<file path="src/rtl/otter_mem_arbiter_if.sv">
// Bus bundle between otter_mcu, the arbiter and the unified memory macro.
// Fetch port:  i_req, i_addr        -> arbiter -> i_rdata, i_ack
// Data port:   d_req, d_we, d_strb, d_addr, d_wdata -> arbiter -> d_rdata, d_ack
// Memory side: arbiter -> m_en, m_we, m_strb, m_addr, m_wdata;  m_rdata -> arbiter
// Status:      busy (arbiter not idle)
// slave  = the arbiter's view; master = requesters plus memory (bench/MCU side).
interface otter_mem_arbiter_if;
    logic        i_req;
    logic [31:0] i_addr;
    logic [31:0] i_rdata;
    logic        i_ack;
    logic        d_req;
    logic        d_we;
    logic [3:0]  d_strb;
    logic [31:0] d_addr;
    logic [31:0] d_wdata;
    logic [31:0] d_rdata;
    logic        d_ack;
    logic        m_en;
    logic        m_we;
    logic [3:0]  m_strb;
    logic [31:0] m_addr;
    logic [31:0] m_wdata;
    logic [31:0] m_rdata;
    logic        busy;

    modport slave (
        input  i_req, i_addr, d_req, d_we, d_strb, d_addr, d_wdata, m_rdata,
        output i_rdata, i_ack, d_rdata, d_ack,
        output m_en, m_we, m_strb, m_addr, m_wdata, busy
    );

    modport master (
        output i_req, i_addr, d_req, d_we, d_strb, d_addr, d_wdata, m_rdata,
        input  i_rdata, i_ack, d_rdata, d_ack,
        input  m_en, m_we, m_strb, m_addr, m_wdata, busy
    );
endinterface

</file>
<file path="src/rtl/otter_mem_arbiter.sv">
// Shares one single-port synchronous memory between the instruction-fetch
// port and the data port. Data has priority; after MAX_DATA_BURST consecutive
// data grants with a fetch pending, fetch is granted once.
// Each access: ISSUE (m_en for one cycle), WAIT (RD_LATENCY read cycles,
// skipped for stores), ACK (one-cycle ack pulse). All outputs registered.
// Ports: clk (posedge), rst (synchronous, active low), bus (slave modport).
//
// state | meaning
// IDLE  | waiting for a request; arbitration decision taken here
// ISSUE | m_en high, access presented to memory
// WAIT  | counting down read latency, capture m_rdata at terminal count
// ACK   | ack pulse on granted port with captured data
module otter_mem_arbiter #(
    parameter int unsigned RD_LATENCY     = 1,
    parameter int unsigned MAX_DATA_BURST = 4
) (
    input  logic              clk,
    input  logic              rst,
    otter_mem_arbiter_if.slave bus
);
    typedef enum logic [1:0] {IDLE, ISSUE, WAIT, ACK} state_t;

    localparam logic [2:0] CNT_LOAD  = 3'(RD_LATENCY - 1);
    localparam logic [3:0] BURST_MAX = 4'(MAX_DATA_BURST);

    state_t      state_q, state_d;
    logic [3:0]  streak_q, streak_d;
    logic [2:0]  cnt_q, cnt_d;
    logic        gnt_data_q, gnt_data_d;
    logic        store_q, store_d;
    logic        m_en_q, m_en_d;
    logic        m_we_q, m_we_d;
    logic [3:0]  m_strb_q, m_strb_d;
    logic [31:0] m_addr_q, m_addr_d;
    logic [31:0] m_wdata_q, m_wdata_d;
    logic        i_ack_q, i_ack_d;
    logic        d_ack_q, d_ack_d;
    logic [31:0] i_rdata_q, i_rdata_d;
    logic [31:0] d_rdata_q, d_rdata_d;
    logic        busy_q, busy_d;

    always_comb begin
        state_d    = state_q;
        streak_d   = streak_q;
        cnt_d      = cnt_q;
        gnt_data_d = gnt_data_q;
        store_d    = store_q;
        m_en_d     = 1'b0;
        m_we_d     = 1'b0;
        m_strb_d   = 4'b0000;
        m_addr_d   = m_addr_q;
        m_wdata_d  = m_wdata_q;
        i_ack_d    = 1'b0;
        d_ack_d    = 1'b0;
        i_rdata_d  = i_rdata_q;
        d_rdata_d  = d_rdata_q;

        case (state_q)
            IDLE: begin
                if (!bus.i_req) streak_d = 4'd0;
                // Data wins unless a pending fetch has already waited out a full burst.
                if (bus.d_req && !(bus.i_req && streak_q == BURST_MAX)) begin
                    gnt_data_d = 1'b1;
                    store_d    = bus.d_we;
                    m_en_d     = 1'b1;
                    m_we_d     = bus.d_we;
                    m_strb_d   = bus.d_strb;
                    m_addr_d   = bus.d_addr;
                    m_wdata_d  = bus.d_wdata;
                    if (bus.i_req && streak_q < BURST_MAX) streak_d = streak_q + 4'd1;
                    state_d    = ISSUE;
                end else if (bus.i_req) begin
                    gnt_data_d = 1'b0;
                    store_d    = 1'b0;
                    m_en_d     = 1'b1;
                    m_addr_d   = bus.i_addr;
                    m_wdata_d  = 32'd0;
                    streak_d   = 4'd0;
                    state_d    = ISSUE;
                end
            end
            ISSUE: begin
                cnt_d = CNT_LOAD;
                if (store_q) begin
                    d_ack_d = 1'b1;
                    state_d = ACK;
                end else begin
                    state_d = WAIT;
                end
            end
            WAIT: begin
                if (cnt_q == 3'd0) begin
                    if (gnt_data_q) begin
                        d_rdata_d = bus.m_rdata;
                        d_ack_d   = 1'b1;
                    end else begin
                        i_rdata_d = bus.m_rdata;
                        i_ack_d   = 1'b1;
                    end
                    state_d = ACK;
                end else begin
                    cnt_d = cnt_q - 3'd1;
                end
            end
            ACK: begin
                // rdata is only meaningful alongside ack; clear it on the way out.
                i_rdata_d = 32'd0;
                d_rdata_d = 32'd0;
                state_d   = IDLE;
            end
            default: state_d = IDLE;
        endcase

        busy_d = (state_d != IDLE);
    end

    always_ff @(posedge clk) begin
        if (!rst) begin
            state_q    <= IDLE;
            streak_q   <= 4'd0;
            cnt_q      <= 3'd0;
            gnt_data_q <= 1'b0;
            store_q    <= 1'b0;
            m_en_q     <= 1'b0;
            m_we_q     <= 1'b0;
            m_strb_q   <= 4'b0000;
            m_addr_q   <= 32'd0;
            m_wdata_q  <= 32'd0;
            i_ack_q    <= 1'b0;
            d_ack_q    <= 1'b0;
            i_rdata_q  <= 32'd0;
            d_rdata_q  <= 32'd0;
            busy_q     <= 1'b0;
        end else begin
            state_q    <= state_d;
            streak_q   <= streak_d;
            cnt_q      <= cnt_d;
            gnt_data_q <= gnt_data_d;
            store_q    <= store_d;
            m_en_q     <= m_en_d;
            m_we_q     <= m_we_d;
            m_strb_q   <= m_strb_d;
            m_addr_q   <= m_addr_d;
            m_wdata_q  <= m_wdata_d;
            i_ack_q    <= i_ack_d;
            d_ack_q    <= d_ack_d;
            i_rdata_q  <= i_rdata_d;
            d_rdata_q  <= d_rdata_d;
            busy_q     <= busy_d;
        end
    end

    assign bus.m_en    = m_en_q;
    assign bus.m_we    = m_we_q;
    assign bus.m_strb  = m_strb_q;
    assign bus.m_addr  = m_addr_q;
    assign bus.m_wdata = m_wdata_q;
    assign bus.i_ack   = i_ack_q;
    assign bus.d_ack   = d_ack_q;
    assign bus.i_rdata = i_rdata_q;
    assign bus.d_rdata = d_rdata_q;
    assign bus.busy    = busy_q;
endmodule

</file>
<file path="src/flat_wrapper.sv">
// flat-port wrapper written by rule: the top's interface ports become plain ports
module otter_mem_arbiter_flat 
#(
    parameter int unsigned RD_LATENCY     = 1,
    parameter int unsigned MAX_DATA_BURST = 4
)
  (clk, rst, bus_i_req, bus_i_addr, bus_d_req, bus_d_we, bus_d_strb, bus_d_addr, bus_d_wdata, bus_m_rdata, bus_i_rdata, bus_i_ack, bus_d_rdata, bus_d_ack, bus_m_en, bus_m_we, bus_m_strb, bus_m_addr, bus_m_wdata, bus_busy);
  otter_mem_arbiter_if bus_i ();
  input  logic clk;
  input  logic rst;
  input wire logic [$bits(bus_i.i_req)-1:0] bus_i_req;
  input wire logic [$bits(bus_i.i_addr)-1:0] bus_i_addr;
  input wire logic [$bits(bus_i.d_req)-1:0] bus_d_req;
  input wire logic [$bits(bus_i.d_we)-1:0] bus_d_we;
  input wire logic [$bits(bus_i.d_strb)-1:0] bus_d_strb;
  input wire logic [$bits(bus_i.d_addr)-1:0] bus_d_addr;
  input wire logic [$bits(bus_i.d_wdata)-1:0] bus_d_wdata;
  input wire logic [$bits(bus_i.m_rdata)-1:0] bus_m_rdata;
  output wire logic [$bits(bus_i.i_rdata)-1:0] bus_i_rdata;
  output wire logic [$bits(bus_i.i_ack)-1:0] bus_i_ack;
  output wire logic [$bits(bus_i.d_rdata)-1:0] bus_d_rdata;
  output wire logic [$bits(bus_i.d_ack)-1:0] bus_d_ack;
  output wire logic [$bits(bus_i.m_en)-1:0] bus_m_en;
  output wire logic [$bits(bus_i.m_we)-1:0] bus_m_we;
  output wire logic [$bits(bus_i.m_strb)-1:0] bus_m_strb;
  output wire logic [$bits(bus_i.m_addr)-1:0] bus_m_addr;
  output wire logic [$bits(bus_i.m_wdata)-1:0] bus_m_wdata;
  output wire logic [$bits(bus_i.busy)-1:0] bus_busy;
  assign bus_i.i_req = bus_i_req;
  assign bus_i.i_addr = bus_i_addr;
  assign bus_i.d_req = bus_d_req;
  assign bus_i.d_we = bus_d_we;
  assign bus_i.d_strb = bus_d_strb;
  assign bus_i.d_addr = bus_d_addr;
  assign bus_i.d_wdata = bus_d_wdata;
  assign bus_i.m_rdata = bus_m_rdata;
  assign bus_i_rdata = bus_i.i_rdata;
  assign bus_i_ack = bus_i.i_ack;
  assign bus_d_rdata = bus_i.d_rdata;
  assign bus_d_ack = bus_i.d_ack;
  assign bus_m_en = bus_i.m_en;
  assign bus_m_we = bus_i.m_we;
  assign bus_m_strb = bus_i.m_strb;
  assign bus_m_addr = bus_i.m_addr;
  assign bus_m_wdata = bus_i.m_wdata;
  assign bus_busy = bus_i.busy;
  otter_mem_arbiter #(.RD_LATENCY(RD_LATENCY), .MAX_DATA_BURST(MAX_DATA_BURST)) u_core (.clk(clk), .rst(rst), .bus(bus_i));
endmodule
</file>
<file path="config.mk">
export PLATFORM = sky130hd
export DESIGN_NAME = otter_mem_arbiter_flat
export DESIGN_NICKNAME = d
export VERILOG_FILES = /design/src/rtl/otter_mem_arbiter_if.sv /design/src/rtl/otter_mem_arbiter.sv /design/src/flat_wrapper.sv
export SDC_FILE = /design/constraint.sdc
export NUM_CORES = 1
export LEC_CHECK = 0
export BUFFER_PORTS_ARGS = -buffer_cell sky130_fd_sc_hd__buf_2
export CAP_MARGIN = 10
export CORE_MARGIN = 4
export CORE_UTILIZATION = 30
export DETAILED_ROUTE_END_ITERATION = 12
export PLACE_DENSITY = 0.63
export SETUP_SLACK_MARGIN = 0.2
export SLEW_MARGIN = 20
export SYNTH_ARGS = -nofsm -noshare
export SYNTH_HDL_FRONTEND = slang
export SYNTH_SLANG_ARGS = --single-unit
</file>
<file path="constraint.sdc">
create_clock -name clk -period 2.3 [get_ports clk]
set_input_delay 0.46 -clock clk [delete_from_list [all_inputs] [get_ports clk]]
set_output_delay 0.46 -clock clk [all_outputs]
set_load 0.1 [all_outputs]
</file>
==> results of run 1 <==
-- critical path, stage by stage, from the launching register on --
cell                       delay, ps
sky130_fd_sc_hd__dfxtp_1         340
sky130_fd_sc_hd__inv_1            50
sky130_fd_sc_hd__ha_1            190
sky130_fd_sc_hd__ha_1            230
sky130_fd_sc_hd__nand3_1         130
sky130_fd_sc_hd__and2_1          130
sky130_fd_sc_hd__buf_4           350
sky130_fd_sc_hd__nand2_1          90
sky130_fd_sc_hd__a21boi_0        180
-- cell usage after synthesis, types with 4 or more instances --
cell type / n / share of area [%]
sky130_fd_sc_hd__o21ai_0: 36 / 3.1
sky130_fd_sc_hd__buf_2: 9 / 0.79
sky130_fd_sc_hd__a21boi_0: 56 / 7.3
sky130_fd_sc_hd__dfxtp_1: 148 / 52
sky130_fd_sc_hd__clkbuf_1: 37 / 2.4
sky130_fd_sc_hd__ha_1: 9 / 2.0
sky130_fd_sc_hd__a21oi_1: 8 / 0.70
sky130_fd_sc_hd__inv_1: 9 / 0.59
sky130_fd_sc_hd__and2_1: 11 / 1.2
sky130_fd_sc_hd__nor2b_1: 37 / 4.0
sky130_fd_sc_hd__a31oi_1: 32 / 3.5
sky130_fd_sc_hd__nor2_1: 4 / 0.26
sky130_fd_sc_hd__nand2_1: 201 / 13
sky130_fd_sc_hd__a22o_1: 34 / 5.2
sky130_fd_sc_hd__a21boi_1: 8 / 1.0
-- sequential cells by signal, indices dropped and copies added (netlist names) --
register / cells
u_core.bus.busy: 1
u_core.bus.d_ack: 1
u_core.bus.d_rdata: 32
u_core.bus.i_ack: 1
u_core.bus.i_rdata: 32
u_core.bus.m_addr: 32
u_core.bus.m_en: 1
u_core.bus.m_strb: 4
u_core.bus.m_wdata: 32
u_core.bus.m_we: 1
u_core.cnt_q: 3
u_core.gnt_data_q: 1
u_core.state_q: 2
u_core.store_q: 1
u_core.streak_q: 4
-- layer usage --
metal	vias to the layer above	part of all wire, %	track usage (%)
met2	214	45	24.75
met3	17	8.9	5.897
li1	2717	-	-
met4	0	1.3	4.186
met5	-	0	0
met1	2413	45	19.37
-- cell usage in the layout, fill, tap and decap left out, drive strengths merged, types with 9 or more instances in the layout --
cell / n
a22o: 34
ha: 9
and2: 11
nor2b: 37
buf: 285
a31oi: 32
nand2: 201
dfxtp: 148
o21ai: 37
a21boi: 64
clkbuf: 20
inv: 10
-- cell families (layout without fill, tap and decap cells) --
logic type,after synthesis,in the layout
and+or+nand+nor,262,262
AOI/OAI and AO/OA,182,182
DFF,148,148
buffers and inverters,59,323
adders and majority gates,9,9
-- cell type report --
class                      count  share of cell area, %
multi-input combinational    453                  32.15
sequential                   148                  37.73
tap                          234                  3.728
inverter                       9                 0.4301
timing repair buffer         285                  18.70
clock inverter                 9                  1.322
clock buffer                  20                  5.942
-- final timing paths --
| check | start | endpoint | slack, ps |
|---|---|---|---|
| hold reg to reg | u_core.bus.i_rdata[22] | u_core.bus.i_rdata[22] | 450 |
| hold / removal | bus_d_strb[2] | u_core.bus.m_strb[2] | 250 |
| setup / recovery | u_core.cnt_q[0] | u_core.bus.d_rdata[4] | 510 |
| setup reg to reg | u_core.cnt_q[0] | u_core.bus.d_rdata[4] | 510 |
-- power by group through the flow --
stage          Combinational (mW)  Clock, mW  Sequential (mW)
3_3_place_gp                 2.45          0             2.94
6_report                     2.45       2.72             2.89
3_5_place_dp                 2.46          0             2.94
4_1_cts                      2.46       2.81             2.89
2_1_floorplan               0.506          0             4.41
5_1_grt                      2.57       2.94             2.91
==> impl_summary.log, run 1 <==
INFO  metric outcome = finished clean
INFO  metric hold_viol = 0
INFO  metric ctsHoldBuffers = 0
INFO  metric drv.max_cap_violation_count = 0
INFO  metric chipWidth = 146.1 microns
INFO  metric syn-instance-count = 660
INFO  metric timing.final.crit_share = 77.66%
INFO  metric grt_start_max_net_pins = 66
INFO  metric dpl.hpwl = 11,860 microns
INFO  metric setup_total_negative_slack = 0 ps
INFO  metric slew_violations = 0
INFO  metric detailedPlace.worstSlack = 503.8 ps
INFO  metric ys_seq_elements = 148
INFO  metric setup_repair_after_global_routing_missed_its_margin = false
INFO  metric grt_pass1_wl = 26,740 microns
INFO  metric timing.reg2reg.worst_path_depth = 8
INFO  metric multi_input_area = 2525 sq um
INFO  metric layout-drive-gt1-share = 34.42%
INFO  metric comb_power_share = 30.4%
INFO  metric drcViolationCount = 0
INFO  metric cts.repair_timing.setup_buffer_count = 0
INFO  metric post_layout_inst_area = 7854 sq um
INFO  metric seqPwrFrac = 35.8%
INFO  metric cp.arrival = 2110 ps
INFO  metric internal_power_of_the_cells = 4.893 mW
INFO  metric final_worst_slack = 513.9 ps
INFO  metric final_period_minus_worst_setup_slack = 1786 ps
INFO  metric vias_in_the_first_global_route = 5,161
INFO  metric cts_made_buffers = 17
INFO  metric routed_via_density = 4.630
INFO  metric grt.overflow.total = 0
INFO  metric max_clock_freq = 559.9 MHz
INFO  metric design.final.nets = 1,060
INFO  metric port-buffer-count = 273
INFO  metric timing.slew.headroom = 65.04%
INFO  metric fill_cells = 1,928
INFO  metric antenna-diode-count = 0
INFO  metric sequential_share_of_the_synthesized_area = 51.77%
INFO  metric synthAdderAreaFrac = 1.968%
INFO  metric fin_total_pwr = 8.061 mW
INFO  metric floorplan.die_area = 21,350 sq um
INFO  metric gp_congestion = 0.7384
INFO  metric tritoncts_num_sinks = 148
INFO  metric setup-violations-final = 0
INFO  metric antenna_found_initial = 0
INFO  metric synth_top_family_by_area = compound AO/OA/AOI/OAI gates
INFO  metric netlist-cell-type-count = 31
INFO  metric cts_resized = 0
INFO  metric powerDensity = 1026 nW/um^2
INFO  metric critPathLaunchType = register
INFO  metric post_synth_instance_area = 5723 sq um
INFO  metric cts-root-to-sink-buffers = 2
INFO  metric final_cell_count_no_fill = 1,158
INFO  metric timing.critical_path.to_type = register
INFO  metric detailed_place.area = 7283 sq um
INFO  metric clock_latency = 420 ps
INFO  metric routed_wirelength = 16,930 microns
INFO  metric final_core_util = 41.99%
INFO  metric initial_core_util = 30.60%
INFO  metric cts.clk_slew.worst_paths = 60 ps
INFO  metric power.leakage = 3.644 nW
INFO  metric route.antenna.remaining_nets = 0
INFO  metric num_vias = 5,361
INFO  metric worst-setup-path-type = register to register
INFO  metric drt_pre_antenna_iters = 4
INFO  metric core.rowCount = 50
INFO  metric critical_path_peak_fanout = 32
INFO  metric async_set_or_reset_flop_fraction_in_the_synthesized_netlist = 0%
INFO  metric tritoncts = built
INFO  metric clock-skew-final = 9.903 ps
INFO  metric net-switching-power = 3.169 mW
INFO  metric finalHoldWorstSlack = 252.4 ps
INFO  metric routed_wire_length_per_instance = 14.62 microns
INFO  metric hp-class = primary input to register
INFO  metric worst_hold_path_cells = 2
INFO  metric syn_avg_cell_area = 8.671 sq um
INFO  metric flow.area_growth_from_synthesis = 37.23%
INFO  metric power.clock.fraction = 33.8%
INFO  metric synthMuxAreaShare = 0%
INFO  metric dominantRegCellSynth = sky130_fd_sc_hd__dfxtp_1
INFO  metric synth_enable_flop_cells = 0
INFO  metric max_ir_drop_vdd = 0.4750 mV
INFO  metric max_slew.worst_pin.slew = 528.0 ps
INFO  metric synth.yosys.warnings = 0
INFO  metric io_pins = 274
INFO  metric clock_tree.root_cell = sky130_fd_sc_hd__clkbuf_16
INFO  metric coreArea = 18,710 sq um
INFO  metric post_synth_xor_area_fraction = 0%
INFO  metric first_iter_violations = 203
INFO  metric htree_num_levels = 4
INFO  metric post_synth_and_or_nand_nor_area_fraction = 19.92%
INFO  metric synth_compound_area_share = 21.99%
INFO  metric gr-usage-all-layers = 15.38%
INFO  metric die_h = 146.1 microns
INFO  metric syn_nets = 806
INFO  metric regArea = 2963 sq um
INFO  metric cp_data_required_time = 2630 ps
INFO  metric placed_instances = 1,129
INFO  metric swShare = 39.31%
No activity file was read; power rests on OpenSTA's default activity.
==> run 2, diff against run 1 <==
--- a/config.mk
+++ b/config.mk
@@ -5,12 +5,13 @@
 export SDC_FILE = /design/constraint.sdc
 export NUM_CORES = 1
 export LEC_CHECK = 0
+export ABC_AREA = 1
 export BUFFER_PORTS_ARGS = -buffer_cell sky130_fd_sc_hd__buf_2
 export CAP_MARGIN = 10
 export CORE_MARGIN = 4
 export CORE_UTILIZATION = 30
 export DETAILED_ROUTE_END_ITERATION = 12
-export PLACE_DENSITY = 0.63
+export PLACE_DENSITY = 0.62
 export SETUP_SLACK_MARGIN = 0.2
 export SLEW_MARGIN = 20
 export SYNTH_ARGS = -nofsm -noshare
==> constraint.sdc (replaced) <==
create_clock -name clk -period 1.8 [get_ports clk]
set_input_delay 0.36 -clock clk [delete_from_list [all_inputs] [get_ports clk]]
set_output_delay 0.36 -clock clk [all_outputs]
set_load 0.1 [all_outputs]
==> impl_summary.log, run 2 <==
INFO  metric synth_top_cells_by_count = sky130_fd_sc_hd__nand2_1 (149), sky130_fd_sc_hd__dfxtp_1 (148), sky130_fd_sc_hd__nand3_1 (141), sky130_fd_sc_hd__inv_1 (125), sky130_fd_sc_hd__a21oi_1 (68) (was sky130_fd_sc_hd__nand2_1 (201), sky130_fd_sc_hd__dfxtp_1 (148), sky130_fd_sc_hd__a21boi_0 (56), sky130_fd_sc_hd__clkbuf_1 (37), sky130_fd_sc_hd__nor2b_1 (37))
INFO  metric ys_top_cells_by_area = sky130_fd_sc_hd__dfxtp_1 (47%), sky130_fd_sc_hd__nand3_1 (11%), sky130_fd_sc_hd__nand2_1 (8.8%), sky130_fd_sc_hd__inv_1 (7.4%), sky130_fd_sc_hd__a21oi_1 (5.3%) (was sky130_fd_sc_hd__dfxtp_1 (52%), sky130_fd_sc_hd__nand2_1 (13%), sky130_fd_sc_hd__a21boi_0 (7.3%), sky130_fd_sc_hd__a22o_1 (5.2%), sky130_fd_sc_hd__nor2b_1 (4.0%))
INFO  metric post_synth_instance_area = 6367 sq um (was 5723 sq um)
INFO  metric clock_tree.root_cell = sky130_fd_sc_hd__clkbuf_16 (unchanged)
INFO  metric post_layout_inst_area = 9390 sq um (was 7854 sq um)
INFO  metric max_slew.worst_pin.slew = 514.5 ps (was 528.0 ps)
INFO  metric cp_data_required_time = 2110 ps (was 2630 ps)
INFO  metric max_clock_freq = 616.7 MHz (was 559.9 MHz)
INFO  metric die_h = 153.7 microns (was 146.1 microns)
INFO  metric htree_num_levels = 4 (unchanged)
INFO  metric cp.arrival = 1930 ps (was 2110 ps)
INFO  metric routed_wire_length_per_instance = 14.33 microns (was 14.62 microns)
INFO  metric slew_violations = 0 (unchanged)
INFO  metric critPathLaunchType = register (unchanged)
INFO  metric gr-usage-all-layers = 16.36% (was 15.38%)
INFO  metric detailed_place.area = 8048 sq um (was 7283 sq um)
INFO  metric global_route.usage.met1 = 20.14% (was 19.37%)
INFO  metric swShare = 55.03% (was 39.31%)
INFO  metric placed_instances = 1,374 (was 1,129)
INFO  metric worst-setup-path-type = register to register (unchanged)
INFO  metric netlist-cell-type-count = 25 (was 31)
INFO  metric hp-class = primary input to register (unchanged)
INFO  metric setup.worst_path.start = u_core.cnt_q[0] (unchanged)
INFO  metric flow.area_growth_from_synthesis = 47.48% (was 37.23%)
INFO  metric design.final.nets = 1,290 (was 1,060)
INFO  metric fill_cells = 2,145 (was 1,928)
INFO  metric port-buffer-count = 273 (unchanged)
INFO  metric num_vias = 6,615 (was 5,361)
INFO  metric clock-skew-final = 8.364 ps (was 9.903 ps)
INFO  metric drv.max_cap_violation_count = 0 (unchanged)
INFO  metric r2r-start = u_core.cnt_q[0] (unchanged)
INFO  metric layout-drive-gt1-share = 35.44% (was 34.42%)
INFO  metric io_pins = 274 (unchanged)
INFO  metric initial_core_util = 30.39% (was 30.60%)
INFO  metric tritoncts_num_sinks = 148 (unchanged)
INFO  metric timing.slew.headroom = 65.93% (was 65.04%)
INFO  metric ctsHoldBuffers = 0 (unchanged)
INFO  metric timing.critical_path.to_type = register (unchanged)
INFO  metric antenna-diode-count = 0 (unchanged)
INFO  metric syn_nets = 1,010 (was 806)
INFO  metric ys_seq_elements = 148 (unchanged)
INFO  metric grt.overflow.total = 0 (unchanged)
INFO  metric synth.largest_area_cell = sky130_fd_sc_hd__dfxtp_1 (unchanged)
INFO  metric outcome = finished clean (unchanged)
INFO  metric drcViolationCount = 0 (unchanged)
INFO  metric routed_via_density = 4.619 (was 4.630)
INFO  metric setup_repair_after_global_routing_missed_its_margin = true (was false)
INFO  metric net-switching-power = 11.30 mW (was 3.169 mW)
INFO  metric max_ir_drop_vdd = 0.9758 mV (was 0.4750 mV)
INFO  metric first_iter_violations = 251 (was 203)
INFO  metric setup_total_negative_slack = 0 ps (unchanged)
INFO  metric tritoncts = built (unchanged)
INFO  metric grt_pass1_wl = 31,690 microns (was 26,740 microns)
INFO  metric sequential_share_of_the_synthesized_area = 46.53% (was 51.77%)
INFO  metric final_period_minus_worst_setup_slack = 1622 ps (was 1786 ps)
INFO  metric dpl.hpwl = 13,910 microns (was 11,860 microns)
INFO  metric chipWidth = 153.7 microns (was 146.1 microns)
INFO  metric final_cell_count_no_fill = 1,432 (was 1,158)
INFO  metric core.rowCount = 53 (was 50)
INFO  metric finalHoldWorstSlack = 152.4 ps (was 252.4 ps)
INFO  metric highest_count_cells_in_the_layout_ignoring_fill_and_taps = sky130_fd_sc_hd__buf_2 (223), sky130_fd_sc_hd__dfxtp_1 (144), sky130_fd_sc_hd__nand2_1 (143), sky130_fd_sc_hd__nand3_1 (140), sky130_fd_sc_hd__inv_1 (120) (was sky130_fd_sc_hd__buf_2 (273), sky130_fd_sc_hd__nand2_1 (201), sky130_fd_sc_hd__dfxtp_1 (148), sky130_fd_sc_hd__a21boi_0 (56), sky130_fd_sc_hd__o21ai_0 (36))
INFO  metric synth.yosys.warnings = 0 (unchanged)
INFO  metric critical_path_peak_fanout = 8 (was 32)
INFO  metric power.leakage = 4.828 nW (was 3.644 nW)
INFO  metric vias_in_the_first_global_route = 6,126 (was 5,161)
INFO  metric timing.reg2reg.worst_path_depth = 10 (was 8)
INFO  metric global_route.usage.met3 = 5.319% (was 5.897%)
INFO  metric async_set_or_reset_flop_fraction_in_the_synthesized_netlist = 0% (unchanged)
INFO  metric cts.clk_slew.worst_paths = 70 ps (was 60 ps)
INFO  metric grt_most_used_layer = met2 (unchanged)
INFO  metric yosys.cell_count.top_type = sky130_fd_sc_hd__nand2_1 (unchanged)
INFO  metric cts-root-to-sink-buffers = 2 (unchanged)
INFO  metric power.clock.fraction = 17.4% (was 33.8%)
INFO  metric critical_path.endpoint = u_core.bus.i_rdata[15] (was u_core.bus.d_rdata[4])
INFO  metric timing.final.crit_share = 90.09% (was 77.66%)
INFO  metric setup-violations-final = 0 (unchanged)
INFO  metric internal_power_of_the_cells = 9.238 mW (was 4.893 mW)
INFO  metric grt.met2_usage = 28.01% (was 24.75%)
INFO  metric mostFrequentLayoutCell = sky130_fd_sc_hd__buf_2 (unchanged)
INFO  metric drt_pre_antenna_iters = 5 (was 4)
INFO  metric gp_congestion = 0.7580 (was 0.7384)
INFO  metric grt_start_max_net_pins = 67 (was 66)
INFO  metric synth_enable_flop_cells = 0 (unchanged)
INFO  metric regToRegSetupSlack = 180 ps (was 510 ps)
INFO  metric cts_made_buffers = 17 (unchanged)
INFO  metric area_share_of_the_leading_cell_type_in_the_synthesized_netlist = 46.53% (was 51.77%)
INFO  metric comb_power_share = 59.4% (was 30.4%)
INFO  metric hold_viol = 0 (unchanged)
INFO  metric coreArea = 20,960 sq um (was 18,710 sq um)
INFO  metric powerDensity = 2187 nW/um^2 (was 1026 nW/um^2)
INFO  metric seqPwrFrac = 23.2% (was 35.8%)
INFO  metric route.antenna.remaining_nets = 0 (unchanged)
INFO  metric syn-instance-count = 864 (was 660)
INFO  metric floorplan.die_area = 23,620 sq um (was 21,350 sq um)
INFO  metric dominantRegCellSynth = sky130_fd_sc_hd__dfxtp_1 (unchanged)
INFO  metric clock_latency = 420 ps (about the same)
INFO  metric routed_wirelength = 20,520 microns (was 16,930 microns)
INFO  metric syn_avg_cell_area = 7.370 sq um (was 8.671 sq um)
INFO  metric worst_r2r_endpoint = u_core.bus.i_rdata[15] (was u_core.bus.d_rdata[4])
INFO  metric antenna_found_initial = 0 (unchanged)
## run 2: changes by cell type after synthesis, sizes merged, moves of 22 or more
cell    before  now
a22o        34    0
nor2b       37    0
nor2         4   43
o21a         2   32
nand4        0   29
buf         12   34
a21boi      64    0
inv          9  131
a21oi        8   69
nand2      201  151
a31oi       32    0
nand3        1  142
## run 2: layout make-up
| cell class | instances | area [sq um] | area share, % |
|---|---|---|---|
| inverters | 132 | 503.0 | 5.356 |
| clock inverters | 14 | 150.1 | 1.599 |
| flip-flops and latches | 148 | 2973 | 31.66 |
| well taps | 275 | 344.1 | 3.664 |
| repair buffers | 325 | 2213 | 23.57 |
| multi-input cells | 520 | 2768 | 29.47 |
| clock buffers | 18 | 439.2 | 4.677 |
## run 2: power groups by stage
| stage | combinational [mW] | sequential (mW) | clock [mW] |
|---|---|---|---|
| final | 12.2 | 4.77 | 3.58 |
| after global routing | 12.8 | 4.88 | 3.84 |
| after CTS | 11.6 | 4.73 | 3.70 |
| after detailed placement | 10.9 | 4.78 | 0 |
| after global placement | 10.8 | 4.77 | 0 |
| after floorplan | 2.55 | 11.2 | 0 |
## run 2: what timing repair did
item / CTS / global route
resized for setup: 32 / 82
gates cloned: 4 / 5
pin swaps: 4 / 15
buffers inserted: 8 / 9
setup endpoints to repair: 112 / 157
## run 2: stage by stage
stage / setup WS, ps / total power, mW / util, %
global route: 126.8 / 21.51 / 44.81
finish: 178.4 / 20.54 / 44.81
CTS: 200.1 / 20.00 / 42.73
floorplan: 219.9 / 13.75 / -
detailed placement: 80.68 / 15.65 / 38.40
global placement: 127.7 / 15.60 / 38.40
## run 2: metal layers
layer	wire length, microns	part of all wire, %
met2	9918	48
met4	182	0.89
met3	1701	8.3
met5	0	0
met1	8717	42
## run 2: worst min path at each step
stage / start / endpoint / slack, ps / cells after the start
floorplan: u_core.cnt_q[0] / u_core.cnt_q[0] / 410 / 1
global placement: u_core.cnt_q[0] / u_core.cnt_q[0] / 420 / 1
detailed placement: u_core.bus.d_rdata[4] / u_core.bus.d_rdata[4] / 430 / 2
CTS: bus_d_strb[1] / u_core.bus.m_strb[1] / 130 / 3
global route: bus_d_strb[2] / u_core.bus.m_strb[2] / 140 / 3
finish: bus_d_strb[2] / u_core.bus.m_strb[2] / 150 / 3
## run 2: kinds of logic after synthesis
family	Yosys count	synth area share (%)
and+or+nand+nor	366	25.96
buffers and inverters	196	12.93
adders and majority gates	9	1.769
AOI/OAI and AO/OA	145	12.81
DFF	148	46.53
## run 2: worst max-delay path, stage by stage (launching register included)
cell and delay, ps:
sky130_fd_sc_hd__dfxtp_2 320, sky130_fd_sc_hd__inv_2 70, sky130_fd_sc_hd__ha_4 130, sky130_fd_sc_hd__ha_4 140, sky130_fd_sc_hd__inv_4 40, sky130_fd_sc_hd__nand2_4 80, sky130_fd_sc_hd__buf_12 100, sky130_fd_sc_hd__nand3_4 190
sky130_fd_sc_hd__clkbuf_16 240, sky130_fd_sc_hd__o21ai_2 140, sky130_fd_sc_hd__a21oi_1 60
